**src/rtl/sr_cmd_gen.sv**
```systemverilog
// sr_cmd_gen: converts two raw push-button inputs into clean, mutually
// exclusive set/reset command pulses for a downstream SR flip-flop.
//
// Each button is synchronized (2 flops), debounced, and edge-detected. A
// single FSM turns accepted rising edges into a PULSE_CYCLES-wide s or r
// pulse followed by one idle GAP cycle. Simultaneous set/clear requests are
// refused and counted. Requests that arrive while a command is in progress
// are dropped.
//
// Ports:
//   clock        - rising-edge clock for all state
//   reset        - synchronous, active-low reset
//   set_btn      - raw asynchronous set request, active-high
//   clr_btn      - raw asynchronous clear request, active-high
//   s            - registered set command pulse
//   r            - registered reset command pulse
//   busy         - high whenever the FSM is not idle
//   conflict     - one-cycle pulse on a simultaneous set/clear request
//   drop         - one-cycle pulse when request(s) are discarded while busy
//   conflict_cnt - saturating (at 255) count of conflict events
module sr_cmd_gen #(
    parameter int unsigned DEBOUNCE_CYCLES = 16,
    parameter int unsigned PULSE_CYCLES    = 1
) (
    input  logic       clock,
    input  logic       reset,
    input  logic       set_btn,
    input  logic       clr_btn,
    output logic       s,
    output logic       r,
    output logic       busy,
    output logic       conflict,
    output logic       drop,
    output logic [7:0] conflict_cnt
);

    // The debounce counter only ever holds 0..DEBOUNCE_CYCLES-1.
    localparam int unsigned CW = $clog2(DEBOUNCE_CYCLES);
    localparam int unsigned PW = (PULSE_CYCLES > 1) ? $clog2(PULSE_CYCLES) : 1;

    typedef enum logic [1:0] {
        IDLE  = 2'd0,
        SET_P = 2'd1,
        CLR_P = 2'd2,
        GAP   = 2'd3
    } state_t;

    // Channel 0 = set, channel 1 = clear.
    logic [1:0]    sync1;
    logic [1:0]    sync2;
    logic [1:0]    db;
    logic [1:0]    db_q;
    logic [CW-1:0] cnt [2];
    logic [1:0]    req;

    state_t        state;
    state_t        state_n;
    logic [PW-1:0] pcnt;
    logic [PW-1:0] pcnt_n;
    logic          conflict_n;
    logic          drop_n;

    // Synchronizers and debouncers. db flips only after the synchronized
    // input has disagreed with it for DEBOUNCE_CYCLES consecutive cycles.
    always_ff @(posedge clock) begin
        if (!reset) begin
            sync1 <= '0;
            sync2 <= '0;
            db    <= '0;
            db_q  <= '0;
            for (int unsigned i = 0; i < 2; i++) begin
                cnt[i] <= '0;
            end
        end else begin
            sync1 <= {clr_btn, set_btn};
            sync2 <= sync1;
            db_q  <= db;
            for (int unsigned i = 0; i < 2; i++) begin
                if (sync2[i] == db[i]) begin
                    cnt[i] <= '0;
                end else if (cnt[i] == CW'(DEBOUNCE_CYCLES - 1)) begin
                    cnt[i] <= '0;
                    db[i]  <= ~db[i];
                end else begin
                    cnt[i] <= cnt[i] + 1'b1;
                end
            end
        end
    end

    // Only rising edges of the debounced level are requests.
    assign req = db & ~db_q;

    always_comb begin
        state_n    = state;
        pcnt_n     = pcnt;
        conflict_n = 1'b0;
        drop_n     = 1'b0;
        case (state)
            IDLE: begin
                pcnt_n = '0;
                if (req[0] && req[1]) begin
                    conflict_n = 1'b1;
                end else if (req[0]) begin
                    state_n = SET_P;
                end else if (req[1]) begin
                    state_n = CLR_P;
                end
            end
            SET_P, CLR_P: begin
                if (pcnt == PW'(PULSE_CYCLES - 1)) begin
                    state_n = GAP;
                    pcnt_n  = '0;
                end else begin
                    pcnt_n = pcnt + 1'b1;
                end
            end
            GAP: begin
                state_n = IDLE;
            end
            default: begin
                state_n = IDLE;
            end
        endcase
        // Any number of simultaneous discarded edges gives a single drop pulse.
        if (state != IDLE && req != 2'b00) begin
            drop_n = 1'b1;
        end
    end

    // Outputs are registered from the next state so s/r come straight off
    // flops and line up with the state they describe.
    always_ff @(posedge clock) begin
        if (!reset) begin
            state        <= IDLE;
            pcnt         <= '0;
            s            <= 1'b0;
            r            <= 1'b0;
            busy         <= 1'b0;
            conflict     <= 1'b0;
            drop         <= 1'b0;
            conflict_cnt <= '0;
        end else begin
            state    <= state_n;
            pcnt     <= pcnt_n;
            s        <= (state_n == SET_P);
            r        <= (state_n == CLR_P);
            busy     <= (state_n != IDLE);
            conflict <= conflict_n;
            drop     <= drop_n;
            if (conflict_n && conflict_cnt != 8'hFF) begin
                conflict_cnt <= conflict_cnt + 8'd1;
            end
        end
    end

endmodule

```
**config.mk**
```make
export PLATFORM = sky130hd
export DESIGN_NAME = sr_cmd_gen
export DESIGN_NICKNAME = d
export VERILOG_FILES = /design/src/rtl/sr_cmd_gen.sv
export SDC_FILE = /design/constraint.sdc
export NUM_CORES = 1
export LEC_CHECK = 0
export CAP_MARGIN = 40
export CELL_PAD_IN_SITES_DETAIL_PLACEMENT = 1
export CELL_PAD_IN_SITES_GLOBAL_PLACEMENT = 1
export CORE_MARGIN = 2
export CORE_UTILIZATION = 45
export CTS_BUF_LIST = sky130_fd_sc_hd__clkbuf_8 sky130_fd_sc_hd__clkbuf_16
export DETAILED_ROUTE_END_ITERATION = 6
export GPL_TIMING_DRIVEN = 0
export PLACE_DENSITY_LB_ADDON = 0.1
export SYNTH_ARGS = -nofsm -noshare
export SYNTH_HDL_FRONTEND = slang
export SYNTH_SLANG_ARGS = --single-unit
```
**constraint.sdc**
```tcl
create_clock -name clock -period 2.6 [get_ports clock]
set_input_delay 0.52 -clock clock [delete_from_list [all_inputs] [get_ports clock]]
set_output_delay 0.52 -clock clock [all_outputs]
set_load 0.02 [all_outputs]
```
# Word level (Yosys, flattened, before mapping)
# Memory sizes are Yosys's and may differ from the RTL's.
# Index checks and enable logic that the tools add are counted.
[totals]
output_inout_bits = 13
input_bits = 4
latchBits = 0
n_memories = 1
regBits = 24
ram_bits = 8
elab_cells = 90
romBits = 0
[memory_table]
columns = ["memory", "words", "word_bits", "read_ports", "rd_ports_with_merged_regs", "write_ports", "line_no", "text"]
rows = [
  ["cnt", 2, 4, 2, 0, 2, "53", "logic [CW-1:0] cnt [2];"],
]
[classes]
reduce_logical = 11
bitwise_logic = 12
n_eq_ne = 10
shifts = 0
addsub = 4
magnitude_cmp = 0
div_mod_pow = 0
multipliers = 0
n_mux = 39
[ops]
columns = ["operator", "n"]
rows = [
  ["2-to-1 mux 1 bit", 27],
  ["2-to-1 mux 4 bit", 6],
  ["adder 4 x 1 -> 4 bit, second input constant", 2],
  ["adder 8 x 1 -> 8 bit, second input constant", 1],
  ["== test 4 bit, second input constant", 2],
  ["2-to-1 mux 2 bit", 4],
  ["!= test 8 bit, second input constant", 1],
  ["nonzero test 2 bit", 4],
  ["== test 2 bit, second input constant", 3],
  ["bitwise OR 1 bit", 6],
  ["one-hot mux 2 bit (3 select lines)", 1],
  ["== test 2 x 1 -> 1 bit, second input constant", 2],
  ["NOT 1 bit", 4],
  ["AND reduction 2 bit", 2],
  ["logical AND 1 bit", 3],
  ["AND 2 bit", 1],
  ["== test 1 bit", 2],
  ["logical NOT 2 bit", 1],
  ["NOT 2 bit", 1],
  ["one-hot mux 1 bit (2 select lines)", 1],
  ["OR reduction 2 bit", 1],
  ["adder 1 bit, second input constant", 1],
]

# Logic depth before layout (Yosys ltp)
# Gate-level depths: netlist (run 1).
[depth]
depth_word = 7
depth_mapped = 5
depth_no_buf = 5

# Worst setup path after synthesis (run 1)
# No wires, ideal clock.
[synth_path]
path_type = "register to register"
start = "register conflict_cnt[0]"
end = "register conflict_cnt[3]"
n_path_buf = 0
arrival_time_ns = 1.317
t_required_ns = 2.468
slack_ns = 1.151
path_stages_with_launch = 5
path_cell_list = "dfxtp_1 > ha_1 > and4_1 > a2111oi_0 > nor3b_1"
[synth_between]
elab_chain_len = 2
word_cells_on_any_way = 3
cone_classes = "add/sub: 1; eq/ne: 1; reduce/logical: 1"
[synth_rtl]
columns = ["element", "line_no", "text"]
rows = [
  ["from (decl)", "34", "output logic [7:0] conflict_cnt"],
  ["from (signal assigned)", "152", "conflict_cnt <= conflict_cnt + 8'd1;"],
  ["branches (longest 2 deep; another with adder 8 x 1 -> 8 bit)", "-", ""],
]
# Parallel ways; which one is timed is not known.
# A chain may end at the register's enable or synchronous reset.

# Worst setup path in the final report (run 1)
[layout_path]
start = "register conflict_cnt[4]"
end = "output port conflict_cnt[4]"
# No word-level cell between the ends.

==> impl_metrics.py, run 1 <==
metrics = {
    "power_and_ir_drop": {
        "p_per_area_nw_per_um2": 642.3,
        "peakVddDrop_v": 0.0003034,
        "p_switching_uw": 303.3,
        "p_int_uw": 780.8,
        "p_leak_nw": 0.6860,
        "sw_frac_of_total": 0.2798,
        "seqPwrFrac": 0.500,
        "pwr-share-clk": 0.342,
        "pwr-share-comb": 0.158,
    },
    "setup_path": {
        "reg2reg_to": "conflict_cnt[5]$_SDFFE_PN0P_",
        "crit_end": "conflict_cnt[4]",
        "cp_slowest_cell": "clkdlybuf4s50_1",
        "r2r_slack_ps": 1000,
        "cp-end-kind": "output pin",
        "cp.required_ps": 2080,
        "startpoint": "conflict_cnt[4]$_SDFFE_PN0P_",
        "reg2reg_depth": 5,
        "r2r-start": "state[1]$_SDFF_PN0_",
        "criticalPathCategory": "reg2out",
        "max_stage_delay_ps": 650,
        "cp.depth": 1,
        "crit_arrival_ps": 1380,
        "path_delay_family": "buffers and inverters",
        "cp_num_buf_inv": 1,
        "cp-start-kind": "register",
        "worstPathMaxFanout": 7,
        "cp_cell_sequence": "clkdlybuf4s50_1",
    },
    "clocking": {
        "cts_tree": "built",
        "clockBufferDepth": 2,
        "cts_setup_buffers": 0,
        "clk_latency_ps": 290,
        "cts_root_buf": "clkbuf_8",
        "cts_resized": 0,
        "htreeDepth": 2,
        "clock-sinks": 31,
        "path_clk_slew_ps": 70,
        "numCtsBuffers": 5,
        "postCtsHoldBufs": 0,
    },
    "global_route": {
        "grt-ovfl-total": 0,
        "antenna_found_initial": 0,
        "use_met1": 0.2493,
        "grt_pass1_vias": 1164,
        "grt_util_met2": 0.3218,
        "grt.total_usage": 0.2006,
        "use_met3": 0.06550,
        "grt_max_degree": 11,
        "top_usage_layer": "met2",
        "grt_pass1_wl_mm": 5.195,
    },
    "floorplan": {
        "coreArea_um2": 2978,
        "initial_core_util": 0.4618,
        "chipWidth_um": 59.28,
        "rows": 20,
        "io_pins": 17,
        "dieHeight_um": 59.28,
        "dieArea_um2": 3514,
    },
    "synth": {
        "synth_warnings": 0,
        "async_reset_ff_frac": 0,
        "synth_edf_count": 8,
        "synth_cell_types": 35,
        "post-synth-top-area-cell": "dfxtp_1",
        "syn_area_per_cell_um2": 10.19,
        "synth_top_area_share": 0.3348,
        "ys_ff_latch": 31,
        "syn_area_um2": 1375,
        "ys_seq_area_frac": 0.5096,
        "synthTopCellsByArea": "dfxtp_1 (33%), edfxtp_1 (17%), ha_1 (4.5%)",
        "ys.flop_type": "dfxtp_1",
        "syn_inst": 135,
    },
    "sta": {
        "finalHoldViolCount": 0,
        "rsz0062_at_grt": "false",
        "setup_viol": 0,
        "max_freq_mhz": 526.2,
        "setup-tns-final_ps": 0,
        "period_needed_ps": 1900,
        "drv_slew": 0,
        "fin_hold_ws_ps": 436.5,
        "fin_crit_sh": 0.7309,
        "fin_skew_ps": 6.590,
    },
    "layout": {
        "nNetsFinal": 174,
        "drive_above_1_share": 0.05422,
        "syn2layout_area_growth_pct": 22.75,
        "diodes": 0,
    },
    "placed_design": {
        "dp_hpwl_mm": 2.054,
        "gp_congestion": 0.7850,
        "io_buffers": 16,
    },
    "route": {
        "drc_errors": 0,
        "routed_via_density": 5.422,
        "ant_nets": 0,
        "first_iter_violations": 38,
        "vias": 1079,
        "detail_route.first_pass.iterations": 4,
        "wl_mm": 2.833,
        "wire_per_inst_um": 14.24,
    },
    "job": {
        "cap_viol_max_count": 0,
    },
    "hold_path": {
        "hp-start": "sync1[1]$_SDFF_PN0_",
        "hold_path_depth": 1,
        "hp-class": "reg2reg",
    },
    "outcome": {
        "status": "complete, no violations",
    },
}
how the worst min path moves through the flow:
stage	slack, ps	endpoint
2_1_floorplan	410	sync2[0]$_SDFF_PN0_
3_3_place_gp	410	sync2[1]$_SDFF_PN0_
3_5_place_dp	420	sync2[1]$_SDFF_PN0_
4_1_cts	440	sync2[1]$_SDFF_PN0_
5_1_grt	450	sync2[1]$_SDFF_PN0_
6_report	440	sync2[1]$_SDFF_PN0_
stage by stage:
step	util	std cells	cell area (um^2)	power [mW]	setup slack [ps]
3_5_place_dp	0.5382	191	1603	0.7242	552.4
4_1_cts	0.5668	199	1688	1.093	698.1
3_3_place_gp	0.5382	191	1603	0.7158	548.3
2_1_floorplan	-	142	1401	0.6661	1151
5_1_grt	0.5668	199	1688	1.144	622.3
6_report	0.5668	199	1688	1.084	699.8
kinds of logic after synthesis:
family | share of synthesized area
AOI/OAI and AO/OA | 0.09918
xor gates and xnor gates | 0.03822
adders and majority gates | 0.06006
buffers and inverters | 0.03094
DFF | 0.5096
muxes | 0.04368
other | 0.002727
and+or+nand+nor | 0.2156
synth_stat cells (3+ instances only):
cell and instances:
nand2_1 11, edfxtp_1 8, nand3_1 6, and3_1 4, inv_1 8, xor2_1 6
a41oi_1 3, ha_1 5, o21ai_0 3, nand2b_1 4, nor2_1 10, dfxtp_1 23
a21oi_1 4, mux2i_1 6, and2_1 7
flip-flops by register name, summed over array words and instances (netlist names):
name,flops
busy,1
cnt,8
conflict,1
conflict_cnt,8
db,2
db_q,2
drop,1
r,1
s,1
state,2
sync1,2
sync2,2
metal layers:
layer / routed length [um] / part of all wire / vias up
li1: - / - / 535
met1: 1324 / 0.47 / 518
met2: 1365 / 0.48 / 20
met3: 91 / 0.032 / 6
met4: 53 / 0.019 / 0
met5: 0 / 0 / -
layout by cell type, fill, tap and decap left out, drive strengths merged, types with 3 or more instances in the layout:
master	netlist	layout
nand3	6	6
ha	5	5
conb	1	8
clkdlybuf4s50	0	16
nor2	10	10
xor2	6	6
and2	7	7
edfxtp	8	8
a41oi	3	3
inv	8	9
nand2b	4	4
dfxtp	23	23
mux2i	6	6
a21oi	4	4
and3	4	4
o21ai	3	3
nand2	11	11
clkbuf	2	7
power by group through the flow:
stage	logic, mW	clock network [mW]	registers, mW
final	0.172	0.371	0.542
after global routing	0.196	0.403	0.546
after detailed placement	0.170	0	0.554
after CTS	0.173	0.378	0.543
after floorplan	0.103	0	0.563
after global placement	0.163	0	0.552
worst reg2reg max path, stage by stage, from the launching register on:
cell and delay (ps):
dfxtp_1 330, inv_1 130, ha_1 280, nand4_1 230
nor4_2 360, mux2i_1 210
area by class of cell:
class                   count  area (um^2)
clock buffers               5        68.82
inverters                   8        30.03
repair buffers             16        160.2
flip-flops and latches     31        700.7
plain buffers               3        12.51
multi-input cells         100        658.1
well taps                  33        41.29
fillers                   349         1290
clock inverters             3        16.27
No activity file was read; power rests on OpenSTA's default activity.
==> run 2: changes to the inputs <==
CORE_UTILIZATION = 38   (was 45)
clock period = 1.6 ns   (was 2.6 ns; I/O delays follow)
==> run 2 against run 1 <==
Core utilization shrank 6.2 points. Clock skew decreased by 0.64 ps. Clock power up 54%. Via count is 2.3% lower. Combinational power is 77% higher. Hold slack better by 0.84 ps.
==> impl_metrics.py, run 2 (same netlist as run 1, synthesis figures left out) <==
metrics = {
    "outcome": {
        "status": "complete, no violations",
    },
    "setup_path": {
        "reg2reg_to": "conflict_cnt[0]$_SDFFE_PN0P_",
        "max_stage_delay_ps": 370,
        "cp-start-kind": "register",
        "cp_slowest_cell": "a211o_1",
        "path_delay_family": "compound AO/OA/AOI/OAI gates",
        "cp_num_buf_inv": 0,
        "reg2reg_depth": 4,
        "criticalPathCategory": "reg2reg",
        "crit_arrival_ps": 1680,
        "startpoint": "conflict_cnt[0]$_SDFFE_PN0P_",
        "r2r_slack_ps": 80,
        "worstPathMaxFanout": 5,
        "cp_cell_sequence": "ha_1 > and4_1 > a211o_1 > mux2i_1",
        "cp.depth": 4,
        "r2r-start": "conflict_cnt[0]$_SDFFE_PN0P_",
        "cp.required_ps": 1760,
        "cp-end-kind": "register",
    },
    "global_route": {
        "grt.total_usage": 0.1592,
        "grt-ovfl-total": 0,
        "grt_max_degree": 11,
        "antenna_found_initial": 0,
        "grt_pass1_wl_mm": 5.002,
        "grt_pass1_vias": 1101,
    },
    "clocking": {
        "clk_latency_ps": 280,
        "numCtsBuffers": 5,
        "cts_tree": "built",
        "path_clk_slew_ps": 60,
        "cts_setup_buffers": 0,
        "htreeDepth": 2,
        "cts_root_buf": "clkbuf_8",
        "clock-sinks": 31,
        "clockBufferDepth": 2,
    },
    "sta": {
        "max_freq_mhz": 658.3,
        "fin_skew_ps": 5.945,
        "setup_viol": 0,
        "finalHoldViolCount": 0,
        "drv_slew": 0,
        "period_needed_ps": 1519,
        "fin_crit_sh": 0.9494,
    },
    "layout": {
        "drive_above_1_share": 0.07831,
        "syn2layout_area_growth_pct": 25.30,
        "diodes": 0,
        "final_common_cell": "dfxtp_1",
        "reg_top3": "cnt x8, conflict_cnt x8",
        "postLayoutCoreUtil": 0.5044,
        "multi_input_area_um2": 685.7,
        "regArea_um2": 700.7,
        "mostFrequentLayoutCells": "dfxtp_1 (23), nand2_1 (11), nor2_1 (10)",
        "nNetsFinal": 174,
        "fillers": 413,
    },
    "hold_path": {
        "hold_end": "sync2[1]$_SDFF_PN0_",
        "hp-start": "sync1[1]$_SDFF_PN0_",
        "hp-class": "reg2reg",
        "hold_path_depth": 1,
    },
    "route": {
        "drc_errors": 0,
        "wire_per_inst_um": 13.48,
        "first_iter_violations": 36,
        "wl_mm": 2.857,
        "routed_via_density": 4.972,
        "vias": 1054,
        "detail_route.first_pass.iterations": 4,
        "ant_nets": 0,
    },
    "floorplan": {
        "initial_core_util": 0.4026,
        "io_pins": 17,
        "dieHeight_um": 64.16,
        "chipWidth_um": 64.16,
        "coreArea_um2": 3416,
        "dieArea_um2": 4116,
        "rows": 21,
    },
    "power_and_ir_drop": {
        "peakVddDrop_v": 0.0005245,
        "power_mw": 1.759,
        "p_leak_nw": 0.7480,
        "p_per_area_nw_per_um2": 1021,
    },
    "job": {
        "cap_viol_max_count": 0,
    },
    "placed_design": {
        "io_buffers": 16,
        "gp_congestion": 0.8416,
        "dp_hpwl_mm": 2.039,
    },
}
[run 2: cell count changes in the layout (fill, tap and decap cells not counted)]
cell | previous run | this run
clkdlybuf4s50_1 | 16 | 8
dlygate4sd2_1 | 0 | 7
inv_2 | 0 | 2
a2111oi_0 | 1 | 0
a2111oi_2 | 0 | 1
clkbuf_1 | 2 | 1
clkbuf_2 | 0 | 1
clkinvlp_4 | 1 | 0
dlymetal6s2s_1 | 0 | 1
ha_1 | 5 | 4
ha_4 | 0 | 1
inv_1 | 9 | 8
nor4_2 | 1 | 0
nor4_4 | 0 | 1
[run 2: repair_timing]
action,in CTS,in global routing
hold buffers,0,0
setup endpoints to repair,8,4
gates resized for setup,8,8
pin swaps,0,2
[run 2: metal layers]
metal | track usage | routed length (um) | vias to the layer above
met5 | 0 | 0 | -
met4 | 0.06383 | 34 | 0
met3 | 0.04930 | 93 | 4
met2 | 0.2474 | 1337 | 18
met1 | 0.2058 | 1393 | 498
li1 | - | - | 534
[run 2: layout make-up]
cell class                 count  share of cell area
sequential                    31              0.4067
multi-input combinational    100              0.3980
timing repair buffer          16             0.08932
clock buffer                   5             0.03994
tap                           46             0.03341
inverter                       8             0.01743
buffer                         3            0.007988
clock inverter                 3            0.007262
[run 2: worst max-delay path by stage]
stage | to | slack, ps
2_1_floorplan | conflict_cnt[3]$_SDFFE_PN0P_ | 150
3_3_place_gp | conflict_cnt[6]$_SDFFE_PN0P_ | -250
3_5_place_dp | conflict_cnt[6]$_SDFFE_PN0P_ | -270
4_1_cts | conflict_cnt[5]$_SDFFE_PN0P_ | 0.9
5_1_grt | conflict_cnt[0]$_SDFFE_PN0P_ | -20
6_report | conflict_cnt[0]$_SDFFE_PN0P_ | 80
[run 2: metrics by stage]
step | hold WS, ps | TNS (ps) | worst slack (ps) | cells | cell area (um^2)
floorplan | 411.9 | 0 | 151.0 | 142 | 1401
global placement | 420.9 | -2435 | -253.1 | 204 | 1619
detailed placement | 428.4 | -2776 | -265.0 | 204 | 1619
CTS | 446.5 | 0 | 0.9184 | 212 | 1693
global route | 464.4 | -27.19 | -23.63 | 212 | 1723
finish | 437.3 | 0 | 80.95 | 212 | 1723
[run 2: power breakdown]
part / total [mW] / internal, mW / switching, mW
Clock: 0.570 / 0.292 / 0.278
Combinational: 0.305 / 0.137 / 0.168
Sequential: 0.884 / 0.855 / 0.0294
Total: 1.76 / 1.28 / 0.476
==> run 3: changes to the inputs <==
CORE_UTILIZATION = 25   (was 38)
REMOVE_ABC_BUFFERS = 1   (was default)
==> run 3 against run 2 <==
Register-to-register slack better by 40 ps. Final area up 0.58%. First-iteration DRC count unchanged. Global-route usage down 4.9 points. Worst setup slack better by 6.7 ps. Via count up 1.6%. Core utilization down 18 points.
==> impl_metrics.py, run 3 (same netlist as run 1, synthesis figures left out) <==
metrics = {
    "outcome": {
        "status": "complete, no violations",
    },
    "global_route": {
        "grt_pass1_wl_mm": 5.175,
        "grt_pass1_vias": 1090,
        "grt-ovfl-total": 0,
        "antenna_found_initial": 0,
        "grt_max_degree": 23,
        "grt.total_usage": 0.1106,
    },
    "route": {
        "wire_per_inst_um": 13.21,
        "drc_errors": 0,
        "vias": 1071,
        "ant_nets": 0,
        "detail_route.first_pass.iterations": 4,
        "routed_via_density": 4.557,
        "first_iter_violations": 36,
        "wl_mm": 3.104,
    },
    "clocking": {
        "cts_tree": "built",
        "clockBufferDepth": 2,
        "clock-sinks": 31,
        "cts_root_buf": "clkbuf_8",
        "path_clk_slew_ps": 60,
        "clk_latency_ps": 280,
        "htreeDepth": 2,
        "numCtsBuffers": 5,
        "postCtsHoldBufs": 0,
    },
    "setup_path": {
        "path_delay_family": "buffers and inverters",
        "criticalPathCategory": "reg2out",
        "cp_slowest_cell": "clkdlybuf4s50_1",
        "crit_arrival_ps": 1190,
        "worstPathMaxFanout": 1,
        "cp_cell_sequence": "clkdlybuf4s50_1",
        "cp-end-kind": "output pin",
        "max_stage_delay_ps": 600,
        "cp-start-kind": "register",
        "cp_num_buf_inv": 1,
        "cp.required_ps": 1280,
    },
    "layout": {
        "nNetsFinal": 171,
        "syn2layout_area_growth_pct": 26.02,
        "diodes": 0,
        "drive_above_1_share": 0.06748,
        "reg_top3": "cnt x8, conflict_cnt x8",
        "mostFrequentLayoutCells": "dfxtp_1 (23), nand2_1 (11), nor2_1 (10)",
        "final_common_cell": "dfxtp_1",
    },
    "power_and_ir_drop": {
        "peakVddDrop_v": 0.0003018,
        "p_leak_nw": 0.7281,
        "p_per_area_nw_per_um2": 1020,
        "power_mw": 1.767,
    },
    "sta": {
        "period_needed_ps": 1512,
        "fin_hold_ws_ps": 443.2,
        "fin_skew_ps": 3.547,
        "fin_crit_sh": 0.9452,
        "slew_headroom": 0.5156,
        "setup_viol": 0,
        "max_freq_mhz": 661.2,
        "worst_slew_pin_slew_ps": 726.6,
        "drv_slew": 0,
        "finalHoldViolCount": 0,
    },
    "floorplan": {
        "coreArea_um2": 5405,
        "initial_core_util": 0.2544,
        "rows": 27,
        "chipWidth_um": 78.17,
        "dieArea_um2": 6110,
        "dieHeight_um": 78.17,
        "io_pins": 17,
    },
    "hold_path": {
        "hp-class": "reg2reg",
    },
    "placed_design": {
        "io_buffers": 16,
        "gp_congestion": 0.7536,
        "dp_hpwl_mm": 2.204,
    },
    "job": {
        "cap_viol_max_count": 0,
    },
}
## run 3: final timing paths
path                                           from                           end  cells after the start  slack (ps)
worst min register to register  sync1[1]$_SDFF_PN0_           sync2[1]$_SDFF_PN0_                      1         440
worst max register to register  state[1]$_SDFF_PN0_  conflict_cnt[5]$_SDFFE_PN0P_                      5         120
worst min-delay path            sync1[1]$_SDFF_PN0_           sync2[1]$_SDFF_PN0_                      1         440
worst max-delay path            conflict$_SDFF_PN0_                      conflict                      1          90
## run 3: power by group
group | switching (mW) | internal, mW
clock | 0.281 | 0.292
combinational | 0.175 | 0.135
sequential | 0.0294 | 0.855
total | 0.486 | 1.28
## run 3: metal layers
| layer | track usage | vias to the layer above | wire length, um |
|---|---|---|---|
| li1 | - | 528 | - |
| met1 | 0.1247 | 521 | 1362 |
| met2 | 0.1879 | 16 | 1569 |
| met3 | 0.04023 | 6 | 111 |
| met4 | 0.04737 | 0 | 60 |
| met5 | 0 | - | 0 |
## run 3: final cells by class
| class | instances | area, um^2 |
|---|---|---|
| multi-input combinational | 100 | 681.9 |
| fill | 618 | 3672 |
| clock inverter | 3 | 12.51 |
| sequential | 31 | 700.7 |
| tap | 72 | 90.09 |
| timing repair buffer | 16 | 148.9 |
| inverter | 8 | 30.03 |
| clock buffer | 5 | 68.82 |
## run 3: per-stage QoR
| step | cell area (um^2) | std cells | worst slack, ps | setup TNS (ps) | util |
|---|---|---|---|---|---|
| after floorplan | 1389 | 139 | 150.9 | 0 | - |
| after global placement | 1639 | 227 | -426.7 | -5248 | 0.3032 |
| after detailed placement | 1639 | 227 | -453.0 | -6279 | 0.3032 |
| after CTS | 1709 | 235 | 1.604 | 0 | 0.3162 |
| after global routing | 1733 | 235 | -5.482 | -5.482 | 0.3206 |
| final | 1733 | 235 | 87.66 | 0 | 0.3206 |
## run 3: timing repair
| action | CTS | global route |
|---|---|---|
| pin swaps | 0 | 2 |
| buffers inserted | 0 | 0 |
| gates resized for setup | 9 | 6 |
| setup endpoints to repair | 16 | 7 |
